--- src/rtl/uart_pkg.sv ---
// Shared UART definitions: oversampling constants, baud divisor table and
// FSM state encoding, common to uart_byte_rx and uart_byte_tx.
package uart_pkg;

   typedef enum logic [1:0] {
      ST_IDLE  = 2'd0,
      ST_START = 2'd1,
      ST_DATA  = 2'd2,
      ST_STOP  = 2'd3
   } uart_state_e;

   localparam int unsigned OVERSAMPLE = 16;

   // Tick-within-bit counter values; the counter holds (tick number - 1),
   // so ticks 5..11 of a bit are values 4..10 and tick 16 is value 15.
   localparam logic [3:0] SAMPLE_FIRST_IDX = 4'd4;
   localparam logic [3:0] SAMPLE_LAST_IDX  = 4'd10;
   localparam logic [3:0] BIT_LAST_IDX     = 4'd15;
   localparam logic [2:0] VOTE_MIN         = 3'd4;

   localparam int unsigned BAUD_9600   = 9_600;
   localparam int unsigned BAUD_19200  = 19_200;
   localparam int unsigned BAUD_38400  = 38_400;
   localparam int unsigned BAUD_57600  = 57_600;
   localparam int unsigned BAUD_115200 = 115_200;

   function automatic int unsigned baud_rate(input logic [2:0] sel);
      case (sel)
         3'd0:    return BAUD_9600;
         3'd1:    return BAUD_19200;
         3'd2:    return BAUD_38400;
         3'd3:    return BAUD_57600;
         default: return BAUD_115200;
      endcase
   endfunction

   // Clocks per oversample tick, rounded to nearest.
   function automatic int unsigned baud_divisor(input int unsigned clk_freq,
                                                input logic [2:0]  sel);
      int unsigned rate;
      rate = baud_rate(sel);
      return (clk_freq + (OVERSAMPLE * rate) / 2) / (OVERSAMPLE * rate);
   endfunction

endpackage

--- src/rtl/uart_baud_tick.sv ---
// 16x oversample tick generator; counter is held at zero while disabled so
// the first tick of a frame lands one full divisor after enable.
module uart_baud_tick
   import uart_pkg::*;
#(
   parameter int unsigned CLK_FREQ = 50_000_000
) (
   input  logic       clk,
   input  logic       reset_n,
   input  logic       en,
   input  logic [2:0] baud_sel,
   output logic       tick
);

   localparam int unsigned MAX_DIV = baud_divisor(CLK_FREQ, 3'd0);
   localparam int unsigned CNT_W   = (MAX_DIV > 2) ? $clog2(MAX_DIV) : 1;

   typedef logic [CNT_W-1:0] cnt_t;

   localparam cnt_t DIV_M1 [8] = '{
      cnt_t'(baud_divisor(CLK_FREQ, 3'd0) - 1),
      cnt_t'(baud_divisor(CLK_FREQ, 3'd1) - 1),
      cnt_t'(baud_divisor(CLK_FREQ, 3'd2) - 1),
      cnt_t'(baud_divisor(CLK_FREQ, 3'd3) - 1),
      cnt_t'(baud_divisor(CLK_FREQ, 3'd4) - 1),
      cnt_t'(baud_divisor(CLK_FREQ, 3'd5) - 1),
      cnt_t'(baud_divisor(CLK_FREQ, 3'd6) - 1),
      cnt_t'(baud_divisor(CLK_FREQ, 3'd7) - 1)
   };

   cnt_t cnt_q, cnt_d;
   logic at_end;

   assign at_end = (cnt_q == DIV_M1[baud_sel]);
   assign tick   = en && at_end;

   // NOTE: assign a default before any branch so no path leaves cnt_d
   // unassigned, which would infer a latch.
   always_comb begin
      cnt_d = '0;
      if (en && !at_end) begin
         cnt_d = cnt_q + cnt_t'(1);
      end
   end

   // NOTE: sequential state uses non-blocking assignments so every flop
   // samples pre-edge values regardless of block ordering.
   always_ff @(posedge clk or negedge reset_n) begin
      if (!reset_n) begin
         cnt_q <= '0;
      end else begin
         cnt_q <= cnt_d;
      end
   end

endmodule

--- src/rtl/uart_byte_rx.sv ---
// UART byte receiver: 8N1, 16x oversampled, 7-sample majority vote per bit,
// frame ends mid-stop-bit so back-to-back frames are caught.
module uart_byte_rx
   import uart_pkg::*;
#(
   parameter int unsigned CLK_FREQ = 50_000_000
) (
   input  logic       clk,
   input  logic       reset_n,
   input  logic       uart_rx,
   input  logic [2:0] baud_set,
   output logic [7:0] data_byte,
   output logic       rx_done,
   output logic       frame_err,
   output logic       uart_state
);

   logic        sync1_q, sync1_d;
   logic        sync2_q, sync2_d;
   logic        hist_q, hist_d;
   uart_state_e state_q, state_d;
   logic [2:0]  baud_sel_q, baud_sel_d;
   logic [3:0]  ticks_q, ticks_d;
   logic [2:0]  ones_q, ones_d;
   logic [2:0]  bit_idx_q, bit_idx_d;
   logic [7:0]  shift_q, shift_d;
   logic [7:0]  data_byte_q, data_byte_d;
   logic        rx_done_q, rx_done_d;
   logic        frame_err_q, frame_err_d;
   logic        uart_state_q, uart_state_d;

   logic       tick;
   logic       fall_edge;
   logic       sample_tick;
   logic       vote_tick;
   logic       bit_end;
   logic [2:0] ones_sum;
   logic       bit_val;

   uart_baud_tick #(
      .CLK_FREQ(CLK_FREQ)
   ) u_baud_tick (
      .clk      (clk),
      .reset_n  (reset_n),
      .en       (uart_state_q),
      .baud_sel (baud_sel_q),
      .tick     (tick)
   );

   assign fall_edge   = hist_q && !sync2_q;
   assign sample_tick = tick && (ticks_q >= SAMPLE_FIRST_IDX) && (ticks_q <= SAMPLE_LAST_IDX);
   assign vote_tick   = tick && (ticks_q == SAMPLE_LAST_IDX);
   assign bit_end     = tick && (ticks_q == BIT_LAST_IDX);
   // The vote includes the sample taken on the deciding tick itself.
   assign ones_sum    = ones_q + {2'b00, sync2_q};
   assign bit_val     = (ones_sum >= VOTE_MIN);

   always_comb begin
      sync1_d      = uart_rx;
      sync2_d      = sync1_q;
      hist_d       = sync2_q;
      state_d      = state_q;
      baud_sel_d   = baud_sel_q;
      ticks_d      = ticks_q;
      ones_d       = ones_q;
      bit_idx_d    = bit_idx_q;
      shift_d      = shift_q;
      data_byte_d  = data_byte_q;
      rx_done_d    = 1'b0;
      frame_err_d  = 1'b0;
      uart_state_d = uart_state_q;

      if (tick) begin
         ticks_d = ticks_q + 4'd1;
      end
      if (sample_tick) begin
         ones_d = ones_sum;
      end
      if (vote_tick) begin
         ones_d = '0;
      end

      case (state_q)
         ST_IDLE: begin
            ticks_d = '0;
            ones_d  = '0;
            if (fall_edge) begin
               state_d      = ST_START;
               uart_state_d = 1'b1;
               baud_sel_d   = baud_set;
               bit_idx_d    = '0;
            end
         end
         ST_START: begin
            // A start bit that votes high was a glitch on an idle line.
            if (vote_tick && bit_val) begin
               state_d      = ST_IDLE;
               uart_state_d = 1'b0;
            end else if (bit_end) begin
               state_d = ST_DATA;
            end
         end
         ST_DATA: begin
            if (vote_tick) begin
               shift_d = {bit_val, shift_q[7:1]};
            end
            if (bit_end) begin
               if (bit_idx_q == 3'd7) begin
                  state_d = ST_STOP;
               end else begin
                  bit_idx_d = bit_idx_q + 3'd1;
               end
            end
         end
         ST_STOP: begin
            if (vote_tick) begin
               state_d      = ST_IDLE;
               uart_state_d = 1'b0;
               if (bit_val) begin
                  data_byte_d = shift_q;
                  rx_done_d   = 1'b1;
               end else begin
                  frame_err_d = 1'b1;
               end
            end
         end
         default: begin
            state_d      = ST_IDLE;
            uart_state_d = 1'b0;
         end
      endcase
   end

   always_ff @(posedge clk or negedge reset_n) begin
      if (!reset_n) begin
         sync1_q      <= 1'b1;
         sync2_q      <= 1'b1;
         hist_q       <= 1'b1;
         state_q      <= ST_IDLE;
         baud_sel_q   <= '0;
         ticks_q      <= '0;
         ones_q       <= '0;
         bit_idx_q    <= '0;
         shift_q      <= '0;
         data_byte_q  <= '0;
         rx_done_q    <= 1'b0;
         frame_err_q  <= 1'b0;
         uart_state_q <= 1'b0;
      end else begin
         sync1_q      <= sync1_d;
         sync2_q      <= sync2_d;
         hist_q       <= hist_d;
         state_q      <= state_d;
         baud_sel_q   <= baud_sel_d;
         ticks_q      <= ticks_d;
         ones_q       <= ones_d;
         bit_idx_q    <= bit_idx_d;
         shift_q      <= shift_d;
         data_byte_q  <= data_byte_d;
         rx_done_q    <= rx_done_d;
         frame_err_q  <= frame_err_d;
         uart_state_q <= uart_state_d;
      end
   end

   assign data_byte  = data_byte_q;
   assign rx_done    = rx_done_q;
   assign frame_err  = frame_err_q;
   assign uart_state = uart_state_q;

endmodule

--- config.mk ---
export PLATFORM = sky130hd
export DESIGN_NAME = uart_byte_rx
export DESIGN_NICKNAME = d
export VERILOG_FILES = /design/src/rtl/uart_pkg.sv /design/src/rtl/uart_baud_tick.sv /design/src/rtl/uart_byte_rx.sv
export SDC_FILE = /design/constraint.sdc
export NUM_CORES = 1
export LEC_CHECK = 0
export CORE_MARGIN = 3
export CORE_UTILIZATION = 58
export CTS_CLUSTER_SIZE = 30
export DETAILED_ROUTE_END_ITERATION = 12
export PLACE_DENSITY = 0.79
export SYNTH_ARGS = -nofsm -noshare
export SYNTH_HDL_FRONTEND = slang
export SYNTH_SLANG_ARGS = --single-unit
--- constraint.sdc ---
create_clock -name clk -period 3 [get_ports clk]
set_input_delay 0.6 -clock clk [delete_from_list [all_inputs] [get_ports clk]]
set_output_delay 0.6 -clock clk [all_outputs]
set_load 0.03 [all_outputs]
Word level (Yosys, flattened, before mapping)
Memory sizes are Yosys's and may differ from the RTL's. Index checks and enable logic that the tools add are counted.

Memories kept: 1. Bits in read-only memories: 72. Bits in registers: 46. Input bits: 6.

Memory list: (name not given) (depth 8, bits a word 9, read ports 1, clocked after memory_dff 0, wr ports 0, RTL line uart_baud_tick.sv:34) `assign at_end = (cnt_q == DIV_M1[baud_sel]);`.

Mux-type cells: 29. Eq/ne operators: 14. Bitwise operators: 1. Add/sub/neg operators: 4. Reductions and logical operators: 21. Order comparisons: 4.

Operator list (number): two-way mux 9 bit (3); two-way mux 3 bit (6); two-way mux 2 bit (6); inequality test 2 bit (second input constant) (6); adder 9 x 1 -> 9 bit (second input constant) (1); equality test 9 bit (1); two-way mux 1 bit (9); equality test 4 bit (second input constant) (2); logical AND 1 bit (8); two-way mux 4 bit (2); one-hot mux 2 bit (4 select lines) (1); AND reduction 4 bit (2); one-hot mux 3 bit (2 select lines) (1); nonzero test 3 bit (2); AND reduction 5 bit (1); adder 4 x 1 -> 4 bit (second input constant) (1); equality test 2 bit (second input constant) (2); >= comparator 4 x 3 -> 1 bit (second input constant) (1); >= comparator 4 bit (second input constant) (1); less-or-equal comparator 4 bit (second input constant) (1); NOT 3 -> 4 bit (1); AND reduction 2 bit (2); nonzero test 2 bit (2); adder 3 x 1 -> 3 bit (1); other kinds (9) (10).

Longest topological paths before layout
Word-level depth: 11. Mapped depth: 8. Depth with buffers taken out: 8.

Modules after synthesis
From an unflattened synthesis, not the netlist that was laid out.

Cell total of the unflattened synthesis: 200. Area total of the unflattened synthesis: 2361.0 um^2.

Modules (own cells, without submodules): uart_byte_rx (area each 1724.2 um^2, instances 1, cells an instance 135, sequential area each 929.6 um^2); uart_baud_tick (area each 636.9 um^2, instances 1, cells an instance 65, sequential area each 225.2 um^2).

Worst setup path before layout
OpenSTA, ideal clock, no wires.

Path type: register to register. Start: register baud_sel_q[0]. End: register shift_q[0]. Data required time: 2.875 ns. Data arrival time: 2.210 ns. Period minus slack after synthesis: 2.335 ns. Cell stages (with the launch flop): 9. Path slack: 0.665 ns. Setup time: 0.125 ns. Buffers on the path: 0. Path through: dfrtp_1 -> inv_1 -> ha_1 -> and4b_1 -> a22oi_1 -> a211oi_2 -> nand4_4 -> nor4_4 -> mux2_2.

Cells in the longest elaborated chain, start to end: 8.

RTL lines: start: declaration (RTL line uart_byte_rx.sv:22) `logic [2:0] baud_sel_q, baud_sel_d;`; start signal: assignment (RTL line uart_byte_rx.sv:154) `baud_sel_q <= baud_sel_d;`; NOT 3 -> 4 bit (not written as such) (RTL line uart_baud_tick.sv:34); memory read (8 x 9 bit); two-way mux 9 bit (not written as such) (2 in series) (RTL line uart_baud_tick.sv:34); equality test 9 bit (RTL line uart_baud_tick.sv:34); logical AND 1 bit (RTL line uart_baud_tick.sv:35) `assign tick = en && at_end;`; logical AND 1 bit (RTL line uart_byte_rx.sv:52) `assign vote_tick = tick && (ticks_q == SAMPLE_LAST_IDX);`; AND reduction 2 bit (no source line); end signal: assignment (RTL line uart_byte_rx.sv:158) `shift_q <= shift_d;`; end: declaration (RTL line uart_byte_rx.sv:26) `logic [7:0] shift_q, shift_d;`.

Every way passes these cells. The select of a mux whose other input is x is not followed. A chain may end at the register's enable or synchronous reset.

Worst setup path in the final report
Start: register baud_sel_q[0]. End: register shift_q[5].

Same word-level chain as after synthesis.

==> reports/qor.yml <==
slew_viol_final: 0
h-tree-depth: 2
total_power_mw: 1.39
wl_per_cell_um: 14.7
portBuffers: 16
utilization: 0.696
postCtsHoldBufs: 0
synth-seq-cells: 46
placedCellCount: 278
syn2layout_area_growth_pct: 12.3
gp_congestion: 0.808
cts.path.max_buffers: 2
post-route-period-util: 0.860
fin_setup_tns_ns: 0
drive_gt1_frac: 0.160
dr.first_iter.drc_count: 60
syn_inst: 217
final_cells: 286
grt_max_degree: 47
ctsResizeCount: 0
clock_latency_ns: 0.30
cts_setup_buffers: 0
dr.pass1.iters: 4
syn_area_um2: 2340
crit_slowest_cell: "dfrtp_1"
finalSetupViolations: 0
hpwl_um: 2980
relSlewSlack: 0.352
final_common_cell: "dfrtp_1"
drv_cap: 0
gr-total-overflow: 0
crit_chain: "inv_1, ha_1, and4b_1, a22oi_1, a211oi_2, nand4_4, nor4_4, mux2_2"
slowest_delay_ns: 0.44
clk_pin_slew_ns: 0.08
die_width_um: 69.5
drc: 0
ys_types: 47
core-area_um2: 3770
critPathKind: "flip-flop to flip-flop"
nets: 252
ant_nets: 0
final_cell_mix: "43 x dfrtp_1, 20 x nor2_1, 17 x mux2_2"
clock_sinks: 46
ir_drop_v: 0.000445
grt_usage: 0.190
tightestPinTransition_ns: 0.973
cp.arrival_ns: 2.76
synth_area_leaders: "dfrtp_1 46%, mux2_2 8.2%, ha_1 4.8%"
yosysWarningCount: 0
synth_top_area_cell: "dfrtp_1"
avgViaCountPerCell: 5.70
grt_pass1_vias: 1636
cts_root_buf: "clkbuf_8"
antenna_found_initial: 0
antenna_cells: 0
cp_max_fo: 8
die_h_um: 69.5
cp_num_buf_inv: 1
syn_nets: 232
dieArea_um2: 4830
crit_family: "simple AND/OR/NAND/NOR gates"
p_leak_nw: 1.18
synth.top_cell.area_share: 0.460
initial_core_util: 0.620
wl_um: 4210
grt_pass1_wl_um: 7390
rsz0062_at_grt: "no"
yosysSeqAreaShare: 0.494
reg2reg_slack_ns: 0.42
status: "complete, no violations"
skew_ns: 0.00938
fin_crit_ns: 2.58
num_rows: 22
required_ns: 3.18
max_clock_freq_ghz: 0.387
fillers: 302
crit_path_end_kind: "flip-flop"
vias: 1630
hold_class: "flip-flop to flip-flop"
powerDensity_nw_per_um2: 530
io_pins: 17
hold_viol_final: 0
start_kind: "flip-flop"
cts_buffers: 5
syn_area_per_cell_um2: 10.8
tritoncts: "built"
-- area by class of cell --
class | count | area, um^2 | area share
timing repair buffer | 18 | 170 | 0.0648
tap | 48 | 60.1 | 0.0229
inverter | 14 | 52.6 | 0.0200
multi-input combinational | 152 | 1100 | 0.419
sequential | 46 | 1150 | 0.440
clock buffer | 5 | 68.8 | 0.0262
clock inverter | 3 | 18.8 | 0.00715
-- sequential cells by signal, summed over array words and instances, names as in the netlist, 3 cells and up, named ones only --
name / count
shift_q: 8
u_baud_tick.cnt_q: 9
ones_q: 3
data_byte: 8
baud_sel_q: 3
bit_idx_q: 3
ticks_q: 4
-- routing by layer --
metal	up-vias	track usage	wire [um]
met4	0	0.0781	51
met2	26	0.269	1880
li1	808	-	-
met1	791	0.269	2130
met3	5	0.0609	152
met5	-	0	0
-- worst register-to-register path: cells and delay by family, from the launching register on --
kind            cells  cell delay [ns]
simple gates        3             0.85
buf+inv             1             0.12
flops               1             0.44
compound gates      2             0.44
mux                 1             0.40
fa+ha+maj           1             0.22
-- cells in the mapped netlist, drive strengths merged --
master / instances
or4b: 1
nor2: 21
o21bai: 2
nand3: 13
a21o: 1
nor3: 3
o21ai: 14
o22ai: 2
and4b: 1
mux2i: 3
or4: 1
a21oi: 7
buf: 3
nand2b: 1
ha: 9
xor2: 7
a211oi: 3
nor2b: 3
and4: 3
nor4bb: 1
dfstp: 3
and3: 1
a22oi: 1
nor4b: 1
xnor2: 6
a2111oi: 1
nand4: 4
or3: 1
mux2: 17
inv: 14
nor4: 3
a211o: 2
nand3b: 3
dfrtp: 43
o311a: 2
clkbuf: 2
and2: 1
nand2: 13
-- kinds of logic after synthesis --
family	Yosys count	share of synthesized area
AOI/OAI and AO/OA	35	0.0952
adders and majority gates	9	0.0482
xor gates and xnor gates	13	0.0487
and+or+nand+nor	75	0.184
DFF	46	0.494
buffers and inverters	19	0.0358
muxes	20	0.0947
-- worst paths after layout --
kind | depth (start not counted) | to | startpoint
worst max register to register | 8 | shift_q[5]$_DFFE_PN0P_ | baud_sel_q[0]$_DFFE_PN0P_
min in group asynchronous | 1 | ticks_q[1]$_DFFE_PN0P_ | reset_n
worst max-delay path | 8 | shift_q[5]$_DFFE_PN0P_ | baud_sel_q[0]$_DFFE_PN0P_
worst min register to register | 0 | hist_d$_DFF_PN1_ | sync1_q$_DFF_PN1_
max in group asynchronous | 1 | baud_sel_q[1]$_DFFE_PN0P_ | reset_n
worst min-delay path | 0 | hist_d$_DFF_PN1_ | sync1_q$_DFF_PN1_
-- per-stage QoR --
step | cell area [um^2] | worst slack, ns | hold WS [ns]
floorplan | 2340 | 0.665 | 0.304
global placement | 2540 | 0.508 | 0.350
detailed placement | 2540 | 0.413 | 0.348
CTS | 2630 | 0.407 | 0.358
global route | 2630 | 0.257 | 0.368
finish | 2630 | 0.419 | 0.360
-- power breakdown --
part / internal [mW] / switching, mW / leakage (nW)
clock network: 0.164 / 0.211 / 0.0483
registers: 0.662 / 0.0734 / 0.614
logic: 0.118 / 0.163 / 0.523
(Power assumes the default switching activity.)
